[src/rtl/decode_pkg.sv]
// Shared types for the addressing-byte sequencer.
// State encoding, mod/rm codes and the packed addressing record.
package decode_pkg;

    typedef enum logic [2:0] {
        IDLE,
        MODRM,
        SIB,
        DISP,
        DONE
    } state_e;

    localparam logic [1:0] MOD_REG       = 2'b11;
    localparam logic [2:0] RM_SIB        = 3'b100;
    localparam logic [2:0] RM_DISP16     = 3'b110;
    localparam logic [2:0] RM_DISP32     = 3'b101;
    localparam logic [2:0] SIB_BASE_NONE = 3'b101;

    typedef struct packed {
        logic [1:0]  mod;
        logic [2:0]  regf;
        logic [2:0]  rm;
        logic        has_sib;
        logic [7:0]  sib;
        logic [2:0]  disp_len;
        logic [31:0] disp;
    } addr_rec_t;

    // Sign-extend an n-byte little-endian displacement to 32 bits.
    function automatic logic [31:0] sext_disp(input logic [31:0] v,
                                              input logic [2:0]  n);
        case (n)
            3'd1:    return {{24{v[7]}}, v[7:0]};
            3'd2:    return {{16{v[15]}}, v[15:0]};
            default: return v;
        endcase
    endfunction

endpackage

[src/rtl/decode_disp_len.sv]
// Displacement byte count from mod/rm (and s-i-b base when present).
// Purely combinational; shared with the instruction-length decoder.
module decode_disp_len
    import decode_pkg::*;
(
    input  logic       addr_32_i,
    input  logic [1:0] mod_i,
    input  logic [2:0] rm_i,
    input  logic [2:0] sib_base_i,
    input  logic       sib_present_i,
    output logic [2:0] disp_len_o
);

    // Map addressing form to 0/1/2/4 displacement bytes.
    always_comb begin
        disp_len_o = 3'd0;
        if (addr_32_i) begin
            case (mod_i)
                2'b00: begin
                    if (rm_i == RM_DISP32 ||
                        (sib_present_i && sib_base_i == SIB_BASE_NONE))
                        disp_len_o = 3'd4;
                end
                2'b01:   disp_len_o = 3'd1;
                2'b10:   disp_len_o = 3'd4;
                default: disp_len_o = 3'd0;
            endcase
        end else begin
            case (mod_i)
                2'b00: begin
                    if (rm_i == RM_DISP16)
                        disp_len_o = 3'd2;
                end
                2'b01:   disp_len_o = 3'd1;
                2'b10:   disp_len_o = 3'd2;
                default: disp_len_o = 3'd0;
            endcase
        end
    end

endmodule

[src/rtl/decode_addr_seq.sv]
// Walks mod r/m, s-i-b and displacement bytes into one addressing record.
// Optional SS-default output: define DECODE_ADDR_SEQ_SEG_EN.
module decode_addr_seq
    import decode_pkg::*;
#(
    parameter int DISP_W = 32,
    parameter int CNT_W  = 3
) (
    input  logic              clk,
    input  logic              rst_n,
    input  logic              flush,
    input  logic              start,
    input  logic              addr_32,
    input  logic              byte_valid,
    input  logic [7:0]        byte_data,
    output logic              byte_ready,
    output logic              out_valid,
    input  logic              out_ready,
    output logic [1:0]        out_mod,
    output logic [2:0]        out_reg,
    output logic [2:0]        out_rm,
    output logic              out_has_sib,
    output logic [7:0]        out_sib,
    output logic [2:0]        out_disp_len,
    output logic [DISP_W-1:0] out_disp,
    output logic [CNT_W-1:0]  out_len,
    output logic              busy
`ifdef DECODE_ADDR_SEQ_SEG_EN
    ,
    output logic              out_seg_ss
`endif
);

    state_e             state_q, state_d;
    addr_rec_t          rec_q, rec_d;
    logic               a32_q, a32_d;
    logic [CNT_W-1:0]   len_q, len_d;
    logic [1:0]         dcnt_q, dcnt_d;
    logic               hs;
    logic [1:0]         dl_mod;
    logic [2:0]         dl_rm;
    logic [2:0]         dl;
    logic [31:0]        raw;

    assign dl_mod = (state_q == MODRM) ? byte_data[7:6] : rec_q.mod;
    assign dl_rm  = (state_q == MODRM) ? byte_data[2:0] : rec_q.rm;

    decode_disp_len u_dlen (
        .addr_32_i     (a32_q),
        .mod_i         (dl_mod),
        .rm_i          (dl_rm),
        .sib_base_i    (byte_data[2:0]),
        .sib_present_i (state_q == SIB),
        .disp_len_o    (dl)
    );

    assign byte_ready = !flush && (state_q == MODRM || state_q == SIB ||
                                   state_q == DISP);
    assign hs         = byte_valid && byte_ready;
    assign out_valid  = (state_q == DONE);
    assign busy       = (state_q != IDLE);

    assign out_mod      = rec_q.mod;
    assign out_reg      = rec_q.regf;
    assign out_rm       = rec_q.rm;
    assign out_has_sib  = rec_q.has_sib;
    assign out_sib      = rec_q.sib;
    assign out_disp_len = rec_q.disp_len;
    assign out_disp     = DISP_W'($signed(rec_q.disp));
    assign out_len      = len_q;

`ifdef DECODE_ADDR_SEQ_SEG_EN
    // SS is the default segment when the base register is BP/EBP/ESP.
    always_comb begin
        out_seg_ss = 1'b0;
        if (rec_q.mod != MOD_REG) begin
            if (a32_q)
                out_seg_ss = (rec_q.rm == RM_DISP32 && rec_q.mod != 2'b00) ||
                             (rec_q.has_sib && rec_q.sib[2:0] == 3'b100) ||
                             (rec_q.has_sib && rec_q.sib[2:0] == 3'b101 &&
                              rec_q.mod != 2'b00);
            else
                out_seg_ss = rec_q.rm == 3'b010 || rec_q.rm == 3'b011 ||
                             (rec_q.rm == RM_DISP16 && rec_q.mod != 2'b00);
        end
    end
`endif

    // Next-state and record update; flush overrides everything.
    always_comb begin
        state_d = state_q;
        rec_d   = rec_q;
        a32_d   = a32_q;
        len_d   = len_q;
        dcnt_d  = dcnt_q;
        raw     = rec_q.disp;
        if (flush) begin
            state_d = IDLE;
        end else begin
            unique case (state_q)
                IDLE: begin
                    if (start) begin
                        rec_d   = '0;
                        a32_d   = addr_32;
                        len_d   = '0;
                        dcnt_d  = '0;
                        state_d = MODRM;
                    end
                end
                MODRM: begin
                    if (hs) begin
                        rec_d.mod  = byte_data[7:6];
                        rec_d.regf = byte_data[5:3];
                        rec_d.rm   = byte_data[2:0];
                        len_d      = CNT_W'(1);
                        if (a32_q && byte_data[7:6] != MOD_REG &&
                            byte_data[2:0] == RM_SIB) begin
                            state_d = SIB;
                        end else begin
                            rec_d.disp_len = dl;
                            state_d = (dl != 3'd0) ? DISP : DONE;
                        end
                    end
                end
                SIB: begin
                    if (hs) begin
                        rec_d.has_sib  = 1'b1;
                        rec_d.sib      = byte_data;
                        rec_d.disp_len = dl;
                        len_d          = len_q + CNT_W'(1);
                        state_d = (dl != 3'd0) ? DISP : DONE;
                    end
                end
                DISP: begin
                    if (hs) begin
                        raw[{dcnt_q, 3'b000} +: 8] = byte_data;
                        len_d  = len_q + CNT_W'(1);
                        dcnt_d = dcnt_q + 2'd1;
                        if ({1'b0, dcnt_q} == rec_q.disp_len - 3'd1) begin
                            rec_d.disp = sext_disp(raw, rec_q.disp_len);
                            state_d    = DONE;
                        end else begin
                            rec_d.disp = raw;
                        end
                    end
                end
                DONE: begin
                    if (out_ready)
                        state_d = IDLE;
                end
                default: state_d = IDLE;
            endcase
        end
    end

    // State and record registers.
    always_ff @(posedge clk or negedge rst_n) begin
        if (!rst_n) begin
            state_q <= IDLE;
            rec_q   <= '0;
            a32_q   <= 1'b0;
            len_q   <= '0;
            dcnt_q  <= '0;
        end else begin
            state_q <= state_d;
            rec_q   <= rec_d;
            a32_q   <= a32_d;
            len_q   <= len_d;
            dcnt_q  <= dcnt_d;
        end
    end

    a_len_max: assert property (@(posedge clk) disable iff (!rst_n)
        len_q <= CNT_W'(6));

    a_dcnt_ovf: assert property (@(posedge clk) disable iff (!rst_n)
        state_q == DISP |-> {1'b0, dcnt_q} < rec_q.disp_len);

endmodule

[config.mk]
export PLATFORM = sky130hd
export DESIGN_NAME = decode_addr_seq
export DESIGN_NICKNAME = d
export VERILOG_FILES = /design/src/rtl/decode_pkg.sv /design/src/rtl/decode_disp_len.sv /design/src/rtl/decode_addr_seq.sv
export SDC_FILE = /design/constraint.sdc
export NUM_CORES = 1
export LEC_CHECK = 0
export CELL_PAD_IN_SITES_DETAIL_PLACEMENT = 0
export CELL_PAD_IN_SITES_GLOBAL_PLACEMENT = 1
export CORE_ASPECT_RATIO = 0.6
export CORE_MARGIN = 5
export CORE_UTILIZATION = 41
export DETAILED_ROUTE_END_ITERATION = 7
export PLACE_DENSITY_LB_ADDON = 0.25
export SLEW_MARGIN = 20
export SYNTH_ARGS = -nofsm -noshare
export SYNTH_HDL_FRONTEND = slang
export SYNTH_SLANG_ARGS = --single-unit
[constraint.sdc]
create_clock -name clk -period 3.4 [get_ports clk]
set_input_delay 0.68 -clock clk [delete_from_list [all_inputs] [get_ports clk]]
set_output_delay 0.68 -clock clk [all_outputs]
set_load 0.01 [all_outputs]
==> metrics.md <==
| Metric | Value |
|---|---|
| Buffer cell driving the clock tree root | `clkbuf_16` |
| Int Power | `1.69 mW` |
| Synth Instances | `335` |
| Layout overhead on the synthesized area | `34.5%` |
| Synthesized area per cell | `9.78 sq um` |
| Part of the total power dissipated in sequential elements | `36.6%` |
| Post-DR wirelength/cell | `17.9 um` |
| Synth async-reset ratio | `100%` |
| Peak fanout along the critical path | `10` |
| Data arrival at the endpoint of the critical path | `2.23 ns` |
| Kind of critical path | `primary input to output pin` |
| Fin crit share | `85.5%` |
| P per Cell Area | `538 nW/um^2` |
| Die Span Y | `79.3 um` |
| Setup repair after global routing missed its margin | `no` |
| Total GRT Usage | `19.6%` |
| CTS clock-pin slew for the worst setup and hold paths | `0.05 ns` |
| First-pass GRT wire length | `15.1 mm` |
| H-tree depth | `3` |
| Final max-slew violation count | `0` |
| Portion of synthesized cell area occupied by the leading cell type | `46.6%` |
| Number of enable-type register cells in the synthesized netlist | `0` |
| TritonCTS sink count | `61` |
| Slew Limit Headroom | `33.5%` |
| Site Rows | `25` |
| Worst setup SP type | `primary input` |
| Number of nets in the synthesized netlist | `358` |
| Drt drc | `0` |
| Max Root-Sink Buffers | `2` |
| Most area-hungry cell type in the Yosys netlist | `dfrtp_1` |
| Floorplan die width | `125 um` |
| Chain of cells forming the critical path | `clkdlybuf4s50_1 > or2_1 > nor2_1 > clkdlybuf4s50_1` |
| Cell Area, Synth | `3280 sq um` |
| Detailed placement HPWL | `6.85 mm` |
| Worst R2R Start | `dcnt_q[0]` |
| Via count of the first global-routing pass | `2,694` |
| FF-to-FF path depth | `7` |
| Final routed wirelength across all metal layers | `9.25 mm` |
| Capture point of the worst reg-to-reg path | `out_disp[20]` |
| Required time at the endpoint of the critical path | `2.72 ns` |
| Main flop type after synthesis | `dfrtp_1` |
| Post-Layout Cell Count | `517` |
| Endpoint class of the critical path | `output pin` |
| Count of final hold-check violations | `0` |
| Sequential cell area fraction in the yosys report | `46.6%` |
| First drt pass iteration count | `4` |
| Relative contribution of combinational cells to total power | `21.8%` |
| Switching pwr | `0.685 mW` |
| Max Cap Violations | `0` |
| Most numerous cell on the critical path | `clkdlybuf4s50_1` |
| PnR Total Power | `2.37 mW` |
| Total of fill cells in the finished design | `690` |
| Total CTS buffers | `9` |
| Via Count | `2,801` |
| Vias/cell | `5.42` |
| Worst IR Drop VDD | `0.000270 V` |
| Number of distinct library cells after synthesis | `57` |
| Post-CTS sizing | `0` |
| Layout cell share with drive strength beyond 1 | `8.07%` |
| Warning count from the yosys run | `0` |
| Clk Latency, worst-skew pair | `0.33 ns` |
| Most common cell in the synthesized netlist | `dfrtp_1` |
| Final number of setup-violating endpoints | `0` |
| Flip-flop count of the largest register after layout | `32` |
| Main area contributors after synthesis | `dfrtp_1 (47%), a22o_1 (5.6%), nand2_1 (5.6%)` |
| Antenna violations before repair | `0` |
| Cell total after placement | `501` |
| Port-buffer cells | `72` |
| Antenna Violating Nets Remaining | `0` |
| Die Outline Area | `9940 sq um` |
| Longest individual stage delay on the worst path | `0.55 ns` |
| Reg-to-reg slack, setup | `0.72 ns` |
| Proportion of total power due to net switching | `28.9%` |
| Most used standard cells in the synthesized netlist | `dfrtp_1 (61), nand2_1 (49), a22o_1 (21)` |
| Run status | `complete, no violations` |
| IO Count | `73` |
| Total number of nets in the final design | `427` |
| Maximum number of pins on one net before global-route repair | `43` |
| Routed length on met3 | `807 um` |
| CP max stage cell | `clkdlybuf4s50_1` |
| Met2 WL post-DR | `3.43 mm` |
| Register bit count reported by yosys | `61` |
| Slew of the pin with the lowest slew margin | `0.984 ns` |
| CTS tree | `built` |
| Met1 Wirelength | `4.94 mm` |
| Minimum hold slack | `0.304 ns` |
| Skew final | `0.00774 ns` |
| Uppermost layer routed | `met4` |
| Leak pwr | `1.94 nW` |
| Final TNS setup | `0 ns` |
| Iter 0 DRT Violations | `229` |
| Initial core utilization | `41.9%` |
| Class of the most critical hold timing path | `primary input to async pin` |
| Core Region | `7820 sq um` |
| Buffers inserted by post-CTS timing repair | `0` |
| Remaining global-route overflow | `0` |
| Hold-fix buffers at CTS | `0` |
| Proportion of power drawn by the clock network | `41.6%` |
| Last weighted congestion value of the routability-driven placer | `0.849` |
| Utilization of the core after routing | `56.4%` |
| Clock period minus worst slack | `2.91 ns` |
| Achievable Freq | `344 MHz` |
| Inserted Diodes | `0` |
## power groups by stage
stage	clock network (mW)	registers, mW	logic, mW
after floorplan	0	0.865	0.304
after global placement	0	0.878	0.510
after detailed placement	0	0.879	0.517
after CTS	1.00	0.867	0.519
after global routing	1.04	0.877	0.567
final	0.986	0.867	0.517
## cells in the final DEF, fill, tap and decap left out, types with 2 or more instances in the layout
cell	count
a21o_1	5
a21oi_1	16
a221o_1	11
a22o_1	21
a31o_1	2
buf_4	7
bufinv_16	2
clkbuf_1	3
clkbuf_16	9
clkdlybuf4s50_1	71
dfrtp_1	61
ha_1	8
inv_1	16
mux2_2	3
mux2i_1	6
nand2_1	49
nand2b_1	6
nand3_1	3
nand3b_1	5
nor2_1	13
nor2b_1	10
nor3_1	2
nor4bb_1	3
o21ai_0	15
o21ai_1	11
o22ai_1	4
o31ai_1	8
or3_1	3
xnor2_1	2
xor2_1	2
## final cells by class
| cell class | instances | area, sq um | area share, % |
|---|---|---|---|
| tap | 108 | 135 | 3.07 |
| timing repair buffer | 79 | 768 | 17.4 |
| inverter | 16 | 60.1 | 1.36 |
| multi-input combinational | 237 | 1600 | 36.3 |
| clock buffer | 13 | 250 | 5.68 |
| clock inverter | 3 | 68.8 | 1.56 |
| sequential | 61 | 1530 | 34.6 |
## layer usage
layer / up-vias / track usage (%)
met2: 99 / 24.8
li1: 1353 / -
met5: - / 0
met4: 0 / 4.00
met1: 1342 / 30.6
met3: 7 / 7.59
## stage by stage
step           area, sq um  worst slack, ns
2_1_floorplan         3280             1.17
3_3_place_gp          4090            0.531
3_5_place_dp          4090            0.507
4_1_cts               4410            0.494
5_1_grt               4410            0.427
6_report              4410            0.494
## kinds of logic after synthesis
group	after synthesis	share of synthesized area (%)
multiplexers	10	3.21
AND/OR/NAND/NOR	110	18.2
adder cells (fa/ha/maj)	8	3.05
AO/OA/AOI/OAI	105	23.2
buffers and inverters	37	4.66
XOR/XNOR	4	1.07
flip-flops	61	46.6
## critical path, delay by kind of cell
kind                   cells  cell delay [ns]
buffers and inverters      2             1.03
AND/OR/NAND/NOR            2             0.52
## how the worst max path moves through the flow
stage / start / to / cells past startpoint
2_1_floorplan: dcnt_q[0] / out_disp[17] / 8
3_5_place_dp: flush / byte_ready / 4
5_1_grt: flush / byte_ready / 4
4_1_cts: flush / byte_ready / 4
3_3_place_gp: flush / byte_ready / 4
6_report: flush / byte_ready / 4
Note: power is estimated with default switching activity, not from simulation.
